File: src/rtl/fetch_ctrl_pkg.sv
// Shared core definitions for the instruction fetch controller:
// FSM state encoding, the NOP word and the default boot vector.
package fetch_ctrl_pkg;

    typedef enum logic [1:0] {
        ST_BOOT = 2'd0,
        ST_REQ  = 2'd1,
        ST_WAIT = 2'd2,
        ST_HOLD = 2'd3
    } fetch_state_e;

    localparam logic [31:0] NOP_INSTR         = 32'h0000_0013;
    localparam logic [31:0] DEFAULT_BOOT_ADDR = 32'h0000_0000;

    function automatic logic [31:0] alignWord(input logic [31:0] addr);
        return addr & 32'hFFFF_FFFC;
    endfunction

endpackage

File: src/rtl/fetch_ctrl.sv
// Instruction fetch controller: one outstanding imem request at a time, a held
// instruction for decode, and redirect handling that drops in-flight responses.
module fetch_ctrl
    import fetch_ctrl_pkg::*;
#(
    parameter logic [31:0] BOOT_ADDR = DEFAULT_BOOT_ADDR
) (
    input  logic        clk,
    input  logic        i_rst_n,
    input  logic        i_stall_ID,
    input  logic        i_pc_src_EX,
    input  logic [31:0] i_pc_target_EX,
    output logic        o_imem_req,
    output logic [31:0] o_imem_addr,
    input  logic        i_imem_gnt,
    input  logic        i_imem_rvalid,
    input  logic [31:0] i_imem_rdata,
    output logic [31:0] o_instr_IF,
    output logic [31:0] o_pc_IF,
    output logic [31:0] o_pcplus4_IF,
    output logic        o_valid_IF
);

    fetch_state_e state_q;
    logic [31:0]  pc_q;
    logic [31:0]  instr_q;
    logic [31:0]  pendTarget_q;
    logic         dropPending_q;
    logic         imemReq_q;
    logic         valid_q;

    logic [31:0]  redirTarget;

    assign redirTarget = alignWord(i_pc_target_EX);

    // The request address is pc_q itself, so it cannot move while a request
    // waits for grant; redirects seen before the response only park a target.
    always_ff @(posedge clk or negedge i_rst_n) begin
        if (!i_rst_n) begin
            state_q       <= ST_BOOT;
            pc_q          <= BOOT_ADDR;
            instr_q       <= NOP_INSTR;
            pendTarget_q  <= 32'h0000_0000;
            dropPending_q <= 1'b0;
            imemReq_q     <= 1'b0;
            valid_q       <= 1'b0;
        end else begin
            case (state_q)
                ST_BOOT: begin
                    state_q   <= ST_REQ;
                    imemReq_q <= 1'b1;
                end
                ST_REQ: begin
                    if (i_pc_src_EX) begin
                        pendTarget_q  <= redirTarget;
                        dropPending_q <= 1'b1;
                    end
                    if (i_imem_gnt) begin
                        state_q   <= ST_WAIT;
                        imemReq_q <= 1'b0;
                    end
                end
                ST_WAIT: begin
                    if (i_imem_rvalid) begin
                        if (i_pc_src_EX || dropPending_q) begin
                            pc_q          <= i_pc_src_EX ? redirTarget : pendTarget_q;
                            dropPending_q <= 1'b0;
                            state_q       <= ST_REQ;
                            imemReq_q     <= 1'b1;
                        end else begin
                            instr_q <= i_imem_rdata;
                            valid_q <= 1'b1;
                            state_q <= ST_HOLD;
                        end
                    end else if (i_pc_src_EX) begin
                        pendTarget_q  <= redirTarget;
                        dropPending_q <= 1'b1;
                    end
                end
                ST_HOLD: begin
                    if (i_pc_src_EX) begin
                        pc_q      <= redirTarget;
                        valid_q   <= 1'b0;
                        state_q   <= ST_REQ;
                        imemReq_q <= 1'b1;
                    end else if (!i_stall_ID) begin
                        pc_q      <= pc_q + 32'd4;
                        valid_q   <= 1'b0;
                        state_q   <= ST_REQ;
                        imemReq_q <= 1'b1;
                    end
                end
                default: begin
                    state_q   <= ST_BOOT;
                    imemReq_q <= 1'b0;
                    valid_q   <= 1'b0;
                end
            endcase
        end
    end

    assign o_imem_req   = imemReq_q;
    assign o_imem_addr  = pc_q;
    assign o_instr_IF   = instr_q;
    assign o_pc_IF      = pc_q;
    assign o_pcplus4_IF = pc_q + 32'd4;
    assign o_valid_IF   = valid_q;

endmodule

File: config.mk
export PLATFORM = sky130hd
export DESIGN_NAME = fetch_ctrl
export DESIGN_NICKNAME = d
export VERILOG_FILES = /design/src/rtl/fetch_ctrl_pkg.sv /design/src/rtl/fetch_ctrl.sv
export SDC_FILE = /design/constraint.sdc
export NUM_CORES = 1
export LEC_CHECK = 0
export BUFFER_PORTS_ARGS = -buffer_cell sky130_fd_sc_hd__buf_2
export CELL_PAD_IN_SITES_DETAIL_PLACEMENT = 0
export CELL_PAD_IN_SITES_GLOBAL_PLACEMENT = 1
export CORE_ASPECT_RATIO = 1.4
export CORE_MARGIN = 2
export CORE_UTILIZATION = 24
export DETAILED_ROUTE_END_ITERATION = 6
export PLACE_DENSITY_LB_ADDON = 0.1
export SYNTH_ARGS = -nofsm -noshare
export SYNTH_HDL_FRONTEND = slang
export SYNTH_SLANG_ARGS = --single-unit
File: constraint.sdc
create_clock -name clk -period 2.2 [get_ports clk]
set_input_delay 0.44 -clock clk [delete_from_list [all_inputs] [get_ports clk]]
set_output_delay 0.44 -clock clk [all_outputs]
set_load 0.02 [all_outputs]
==> results of run 1 <==
-- worst max-delay path, cell delays in order (launching register included) --
cell	delay, ps
dfrtp_1	380
nand3_2	120
or4_4	640
nor3_4	240
xor2_2	170
buf_6	130
-- kinds of logic (layout without fill, tap and decap cells) --
| family | Yosys count | in the layout | synth area share |
|---|---|---|---|
| compound gates | 123 | 123 | 0.148 |
| simple gates | 119 | 119 | 0.124 |
| flops | 101 | 101 | 0.453 |
| buf+inv | 84 | 338 | 0.0911 |
| mux | 66 | 66 | 0.132 |
| xor+xnor | 28 | 28 | 0.0439 |
| fa+ha+maj | 4 | 4 | 0.00895 |
-- sequential cells by signal, summed over array words and instances (netlist names) --
signal         flops
dropPending_q      1
o_imem_addr       32
o_imem_req         1
o_instr_IF        32
o_valid_IF         1
pendTarget_q      32
state_q            2
-- routing by layer --
metal  vias to the layer above  GRT usage  part of all wire
met5                         -          0                 0
met4                         0     0.0409            0.0095
met3                         9     0.0399             0.071
met2                       187      0.277              0.52
met1                      2466      0.179              0.40
li1                       2357          -                 -
-- Yosys cell counts, types with 5 or more instances --
cell / count / area share
dfrtp_1: 98 / 0.44
mux2_2: 60 / 0.12
buf_4: 37 / 0.050
nand2_1: 32 / 0.021
o21ai_0: 32 / 0.029
a21oi_1: 22 / 0.020
nor2_1: 22 / 0.015
xnor2_1: 17 / 0.027
inv_1: 15 / 0.010
nand3_1: 14 / 0.013
a22oi_1: 12 / 0.016
clkbuf_1: 12 / 0.0081
xor2_1: 11 / 0.017
a22o_1: 8 / 0.013
buf_2: 8 / 0.0072
o22ai_1: 8 / 0.0090
o31a_1: 8 / 0.013
and3_1: 6 / 0.0067
buf_1: 6 / 0.0040
nand4_1: 6 / 0.0067
nor4_1: 6 / 0.0067
o21ai_1: 5 / 0.0045
o2bb2ai_1: 5 / 0.0078
-- metrics by stage --
stage | utilization | instances
after CTS | 0.349 | 1075
final | 0.356 | 1085
after global routing | 0.356 | 1085
after detailed placement | 0.316 | 1039
after global placement | 0.316 | 1039
after floorplan | - | 525
-- power groups by stage --
stage | Sequential, mW | Combinational, mW | Clock, mW
detailed placement | 3.17 | 5.73 | 0
CTS | 3.19 | 6.02 | 1.72
global placement | 3.15 | 5.67 | 0
floorplan | 3.88 | 3.07 | 0
global route | 3.29 | 6.50 | 1.81
finish | 3.18 | 6.03 | 1.65
-- placed cells by master (no fill, tap or decap), drive strengths merged, types with 4 or more instances in the layout --
cell     netlist  routed
buf           54     307
dfrtp         98      98
mux2          62      62
o21ai         37      37
nand2         32      32
nor2          23      23
a21oi         22      22
xnor2         17      17
nand3         16      16
inv           15      15
clkbuf        14      13
a22oi         12      12
xor2          11      11
nor4           9       9
o31a           8       8
o22ai          8       8
a22o           8       8
nand4          8       8
nor3           8       8
o2bb2ai        6       6
and3           6       6
and2           4       4
mux2i          4       4
ha             4       4
-- final cells by class --
type / instances / area share
timing repair buffer: 307 / 0.249
clock buffer: 13 / 0.0305
clock inverter: 3 / 0.00549
inverter: 15 / 0.00686
tap: 306 / 0.0467
sequential: 101 / 0.310
multi-input combinational: 340 / 0.351
-- how the worst max path moves through the flow --
| stage | startpoint | depth (start not counted) | end | slack [ps] |
|---|---|---|---|---|
| final | o_imem_addr[14] | 5 | o_pcplus4_IF[24] | -290 |
| after detailed placement | o_imem_addr[3] | 8 | o_pcplus4_IF[17] | 3 |
| after global placement | o_imem_addr[3] | 7 | o_pcplus4_IF[26] | 6 |
| after CTS | o_imem_addr[14] | 5 | o_pcplus4_IF[24] | -330 |
| after global routing | o_imem_addr[3] | 8 | o_pcplus4_IF[29] | -380 |
| after floorplan | o_imem_addr[6] | 6 | o_pcplus4_IF[24] | -90 |
-- timing repair --
item / 4_1_cts / 5_1_grt
setup endpoints to repair: 23 / 31
resized for setup: 72 / 20
buffers inserted: 20 / 11
pin swaps: 19 / 17
==> flow_metrics.env, run 1 <==
export IMPL_rr_worst_depth=11
export IMPL_unrepaired_setup_endpoints_after_global_routing="yes"
export IMPL_holdCritPathClass="in -> async"
export IMPL_violations_in_the_final_reports="setup timing"
export IMPL_power_frac_comb=0.555
export IMPL_first_pass_grt_wire_length_mm=29.1
export IMPL_drt_wirelength_per_cell_um=17.1
export IMPL_timing_final_crit_share=1.13
export IMPL_cp_data_arrival_time_ps=2050
export IMPL_bufs_on_longest_clock_path=2
export IMPL_hold_ws_ps=18.8
export IMPL_dpl_cell_area_mm2=0.00728
export IMPL_max_slew_worst_pin_slew_ps=627
export IMPL_rows=66
export IMPL_setup_ws_ps=-292
export IMPL_post_place_ws_ps=3.01
export IMPL_synth_fp_nets=599
export IMPL_cell_internal_pwr_mw=6.18
export IMPL_synthDistinctLibCells=60
export IMPL_insertedDiodeCount=0
export IMPL_slew_viol_final=0
export IMPL_synth_area_per_cell_um2=10.6
export IMPL_grt_antenna_before_repair=0
export IMPL_critPathKind="reg -> out"
export IMPL_ys_warn_count=0
export IMPL_max_freq_mhz=401
export IMPL_grt_util_all_layers=0.153
export IMPL_height_of_the_chip_um=185
export IMPL_leak_nw=4.05
export IMPL_port_buffer_count=197
export IMPL_die_x_um=133
export IMPL_post_route_cells_drive_above_1_share=0.580
export IMPL_worst_case_vdd_ir_drop_v=0.000567
export IMPL_power_total_mw=10.9
export IMPL_top_flip_flop_cell_by_instance_count_after_synthesis="dfrtp_1"
export IMPL_reg2reg_setup_slack_ps=-20
export IMPL_cts_hold_buf=0
export IMPL_number_of_hold_slack_violations_in_the_final_timing_report=0
export IMPL_core_area_mm2=0.0230
export IMPL_area_delta_synth_final_pct=46.8
export IMPL_worstSetupEndpointType="output pin"
export IMPL_synth_seq_area_share=0.453
export IMPL_seq_area_mm2=0.00254
export IMPL_drt_first_iter_violations=191
export IMPL_cts_htree_levels=3
export IMPL_dp_final_hpwl_mm=13.7
export IMPL_grt_ovfl_total=0
export IMPL_design_final_nets=848
export IMPL_wl_mm=18.5
export IMPL_vias=5019
export IMPL_path_max_fanout=5
export IMPL_max_cap_viol_count=0
export IMPL_sequentialPowerShare=0.293
export IMPL_ys_ff_latch=101
export IMPL_power_density_mw_per_mm2=1320
export IMPL_cts_clk_slew_worst_paths_ps=80
export IMPL_timing_rr_end="o_imem_addr[23]"
export IMPL_post_synth_instance_area_mm2=0.00559
export IMPL_grt_pass1_vias=5166
export IMPL_globalplace_congestion=0.779
export IMPL_switching_power_mw=4.69
export IMPL_post_route_min_period_ps=2490
export IMPL_io_pins=200
export IMPL_multi_input_area_mm2=0.00288
export IMPL_tritoncts_clock_tree="built"
export IMPL_clock_insertion_delay_worst_skew_ps=350
export IMPL_layout_filler_cells=2378
export IMPL_post_route_drc_count=0
export IMPL_clock_skew_ps=10.2
export IMPL_clock_root_buffer="clkbuf_16"
export IMPL_design_die_area_mm2=0.0245
export IMPL_starting_density_of_the_core=0.243
export IMPL_final_design_area_no_fill_mm2=0.00821
export IMPL_worstSetupStartpointType="flop"
export IMPL_worst_endpoint_required_ps=1760
export IMPL_timing_max_slew_rel_slack=0.581
export IMPL_synthCells=525
export IMPL_run_status="complete, but fails checks"
export IMPL_cts_made_buffers=9
export IMPL_power_share_switching=0.431
export IMPL_timing_setup_tns_ps=-3470
export IMPL_drtAntennaViolNets=0
export IMPL_grt_start_max_net_pins=41
export IMPL_cts_sinks=101
export IMPL_detail_route_vias_per_cell=4.63
export IMPL_dr_pass1_iters=4
export IMPL_part_of_the_power_in_the_clock_network=0.152
export IMPL_setup_violations=22
export IMPL_synth_edf_count=0
export IMPL_worst_r2r_startpoint="o_imem_addr[2]"
export IMPL_async_reset_ff_frac=1.00
Power figures use the tool's default switching activity.
==> run 2, diff against run 1 <==
--- a/config.mk
+++ b/config.mk
@@ -12,7 +12,7 @@
 export CORE_MARGIN = 2
 export CORE_UTILIZATION = 24
 export DETAILED_ROUTE_END_ITERATION = 6
-export PLACE_DENSITY_LB_ADDON = 0.1
+export PLACE_DENSITY = 0.6
 export SYNTH_ARGS = -nofsm -noshare
 export SYNTH_HDL_FRONTEND = slang
 export SYNTH_SLANG_ARGS = --single-unit
==> run 2 against run 1 <==
The run still ends with setup timing left. Wire length fell by 2.8%. Total power decreased by 0.72%. Final area decreased by 2.4%. Maximum frequency rose by 0.82%. First-iteration DRC count is 61% higher.
==> flow_metrics.env, run 2 (same netlist as run 1, synthesis figures left out) <==
export IMPL_run_status="complete, but fails checks"
export IMPL_violations_in_the_final_reports="setup timing"
export IMPL_max_slew_worst_pin_slew_ps=524
export IMPL_worst_r2r_startpoint="o_imem_addr[2]"
export IMPL_insertedDiodeCount=0
export IMPL_cts_htree_levels=3
export IMPL_post_route_cells_drive_above_1_share=0.563
export IMPL_post_route_drc_count=0
export IMPL_cts_hold_buf=0
export IMPL_grt_util_all_layers=0.147
export IMPL_grt_pass1_vias=4990
export IMPL_most_common_library_cell_in_the_layout_ignoring_fill_and_taps="buf_2"
export IMPL_cts_made_buffers=9
export IMPL_timing_rr_end="o_imem_addr[29]"
export IMPL_layout_cells_most_common_list="buf_2 (175), buf_4 (97), dfrtp_1 (89), mux2_2 (60), o21ai_0 (32)"
export IMPL_leak_nw=3.96
export IMPL_globalplace_congestion=0.737
export IMPL_power_density_mw_per_mm2=1350
export IMPL_drt_first_iter_violations=308
export IMPL_rr_worst_depth=8
export IMPL_max_freq_mhz=405
export IMPL_tritoncts_clock_tree="built"
export IMPL_die_x_um=133
export IMPL_clock_insertion_delay_worst_skew_ps=350
export IMPL_design_die_area_mm2=0.0245
export IMPL_final_design_area_no_fill_mm2=0.00801
export IMPL_setup_ws_ps=-271
export IMPL_drt_wirelength_per_cell_um=16.8
export IMPL_power_total_mw=10.8
export IMPL_worstSetupEndpointType="output pin"
export IMPL_rows=66
export IMPL_timing_setup_tns_ps=-2650
export IMPL_unrepaired_setup_endpoints_after_global_routing="yes"
export IMPL_timing_final_crit_share=1.12
export IMPL_io_pins=200
export IMPL_detail_route_vias_per_cell=4.59
export IMPL_dp_final_hpwl_mm=13.5
export IMPL_grt_ovfl_total=0
export IMPL_drtAntennaViolNets=0
export IMPL_slew_viol_final=0
export IMPL_port_buffer_count=197
export IMPL_starting_density_of_the_core=0.243
export IMPL_vias=4901
export IMPL_routed_wl_met3_um=936
export IMPL_worstSetupStartpointType="flop"
export IMPL_max_cap_viol_count=0
export IMPL_path_max_fanout=5
export IMPL_dp_cells=1034
export IMPL_routed_top_layer="met4"
export IMPL_design_final_nets=831
export IMPL_timing_max_slew_rel_slack=0.651
export IMPL_number_of_hold_slack_violations_in_the_final_timing_report=0
export IMPL_clock_skew_ps=9.75
export IMPL_bufs_on_longest_clock_path=2
export IMPL_worst_endpoint_required_ps=1760
export IMPL_reg2reg_setup_slack_ps=120
export IMPL_post_place_ws_ps=8.64
export IMPL_grt_start_max_net_pins=40
export IMPL_dpl_cell_area_mm2=0.00722
export IMPL_final_cell_count_no_fill=1068
export IMPL_core_area_mm2=0.0230
export IMPL_cts_clk_slew_worst_paths_ps=80
export IMPL_wl_met2_mm=9.24
export IMPL_post_route_min_period_ps=2470
export IMPL_wl_mm=18.0
export IMPL_first_pass_grt_wire_length_mm=27.9
export IMPL_setup_violations=17
export IMPL_height_of_the_chip_um=185
export IMPL_worst_case_vdd_ir_drop_v=0.000603
export IMPL_dr_pass1_iters=6
export IMPL_area_delta_synth_final_pct=43.2
export IMPL_clock_root_buffer="clkbuf_16"
export IMPL_routedLengthMet1_mm=7.51
export IMPL_critPathKind="reg -> out"
export IMPL_cp_data_arrival_time_ps=2030
export IMPL_grt_antenna_before_repair=0
export IMPL_holdCritPathClass="in -> async"
export IMPL_cts_sinks=101
[run 2: timing repair]
| action | CTS | global route |
|---|---|---|
| cloned | 0 | 0 |
| resized for setup | 47 | 24 |
| endpoints found under the hold margin | 0 | 0 |
| endpoints found under the setup margin | 21 | 23 |
| pin swaps | 13 | 13 |
| buffers inserted | 9 | 9 |
[run 2: power breakdown]
part | switching, mW | leakage (nW) | internal (mW) | total (mW)
combinational | 3.37 | 2.55 | 2.48 | 5.85
clock | 0.761 | 0.152 | 1.00 | 1.76
sequential | 0.507 | 1.26 | 2.67 | 3.18
[run 2: final cells by class]
class | instances | area (um2)
fillers | 2383 | 15000
clock buffers | 9 | 225
flip-flops and latches | 101 | 2540
repair buffers | 290 | 1860
inverters | 15 | 56.3
multi-input cells | 340 | 2840
well taps | 306 | 383
clock inverters | 7 | 97.6
[run 2: per-layer routing]
layer,GRT usage,vias up
li1,-,2326
met5,0,-
met3,0.0281,18
met1,0.175,2380
met2,0.264,177
met4,0.0503,0
[run 2: how the worst max path moves through the flow]
stage                            end  cells after the start             from
floorplan           o_pcplus4_IF[24]                      6   o_imem_addr[6]
global placement    o_pcplus4_IF[26]                      6   o_imem_addr[2]
detailed placement  o_pcplus4_IF[26]                      6   o_imem_addr[2]
CTS                 o_pcplus4_IF[27]                      6   o_imem_addr[8]
global route        o_pcplus4_IF[27]                      6   o_imem_addr[2]
finish              o_pcplus4_IF[27]                      6  o_imem_addr[10]
[run 2: through the flow]
| step | utilization | hold slack, ps |
|---|---|---|
| final | 0.348 | 49.1 |
| after global routing | 0.348 | 83.0 |
| after global placement | 0.313 | 457 |
| after detailed placement | 0.313 | 456 |
| after CTS | 0.339 | 62.3 |
| after floorplan | - | 144 |
[run 2: critical path, stage by stage (launching register included)]
cell and delay (ps):
dfrtp_1 390, nand3_4 130, or3_4 460, nor4_4 250
buf_4 180, xnor2_4 120, buf_6 140
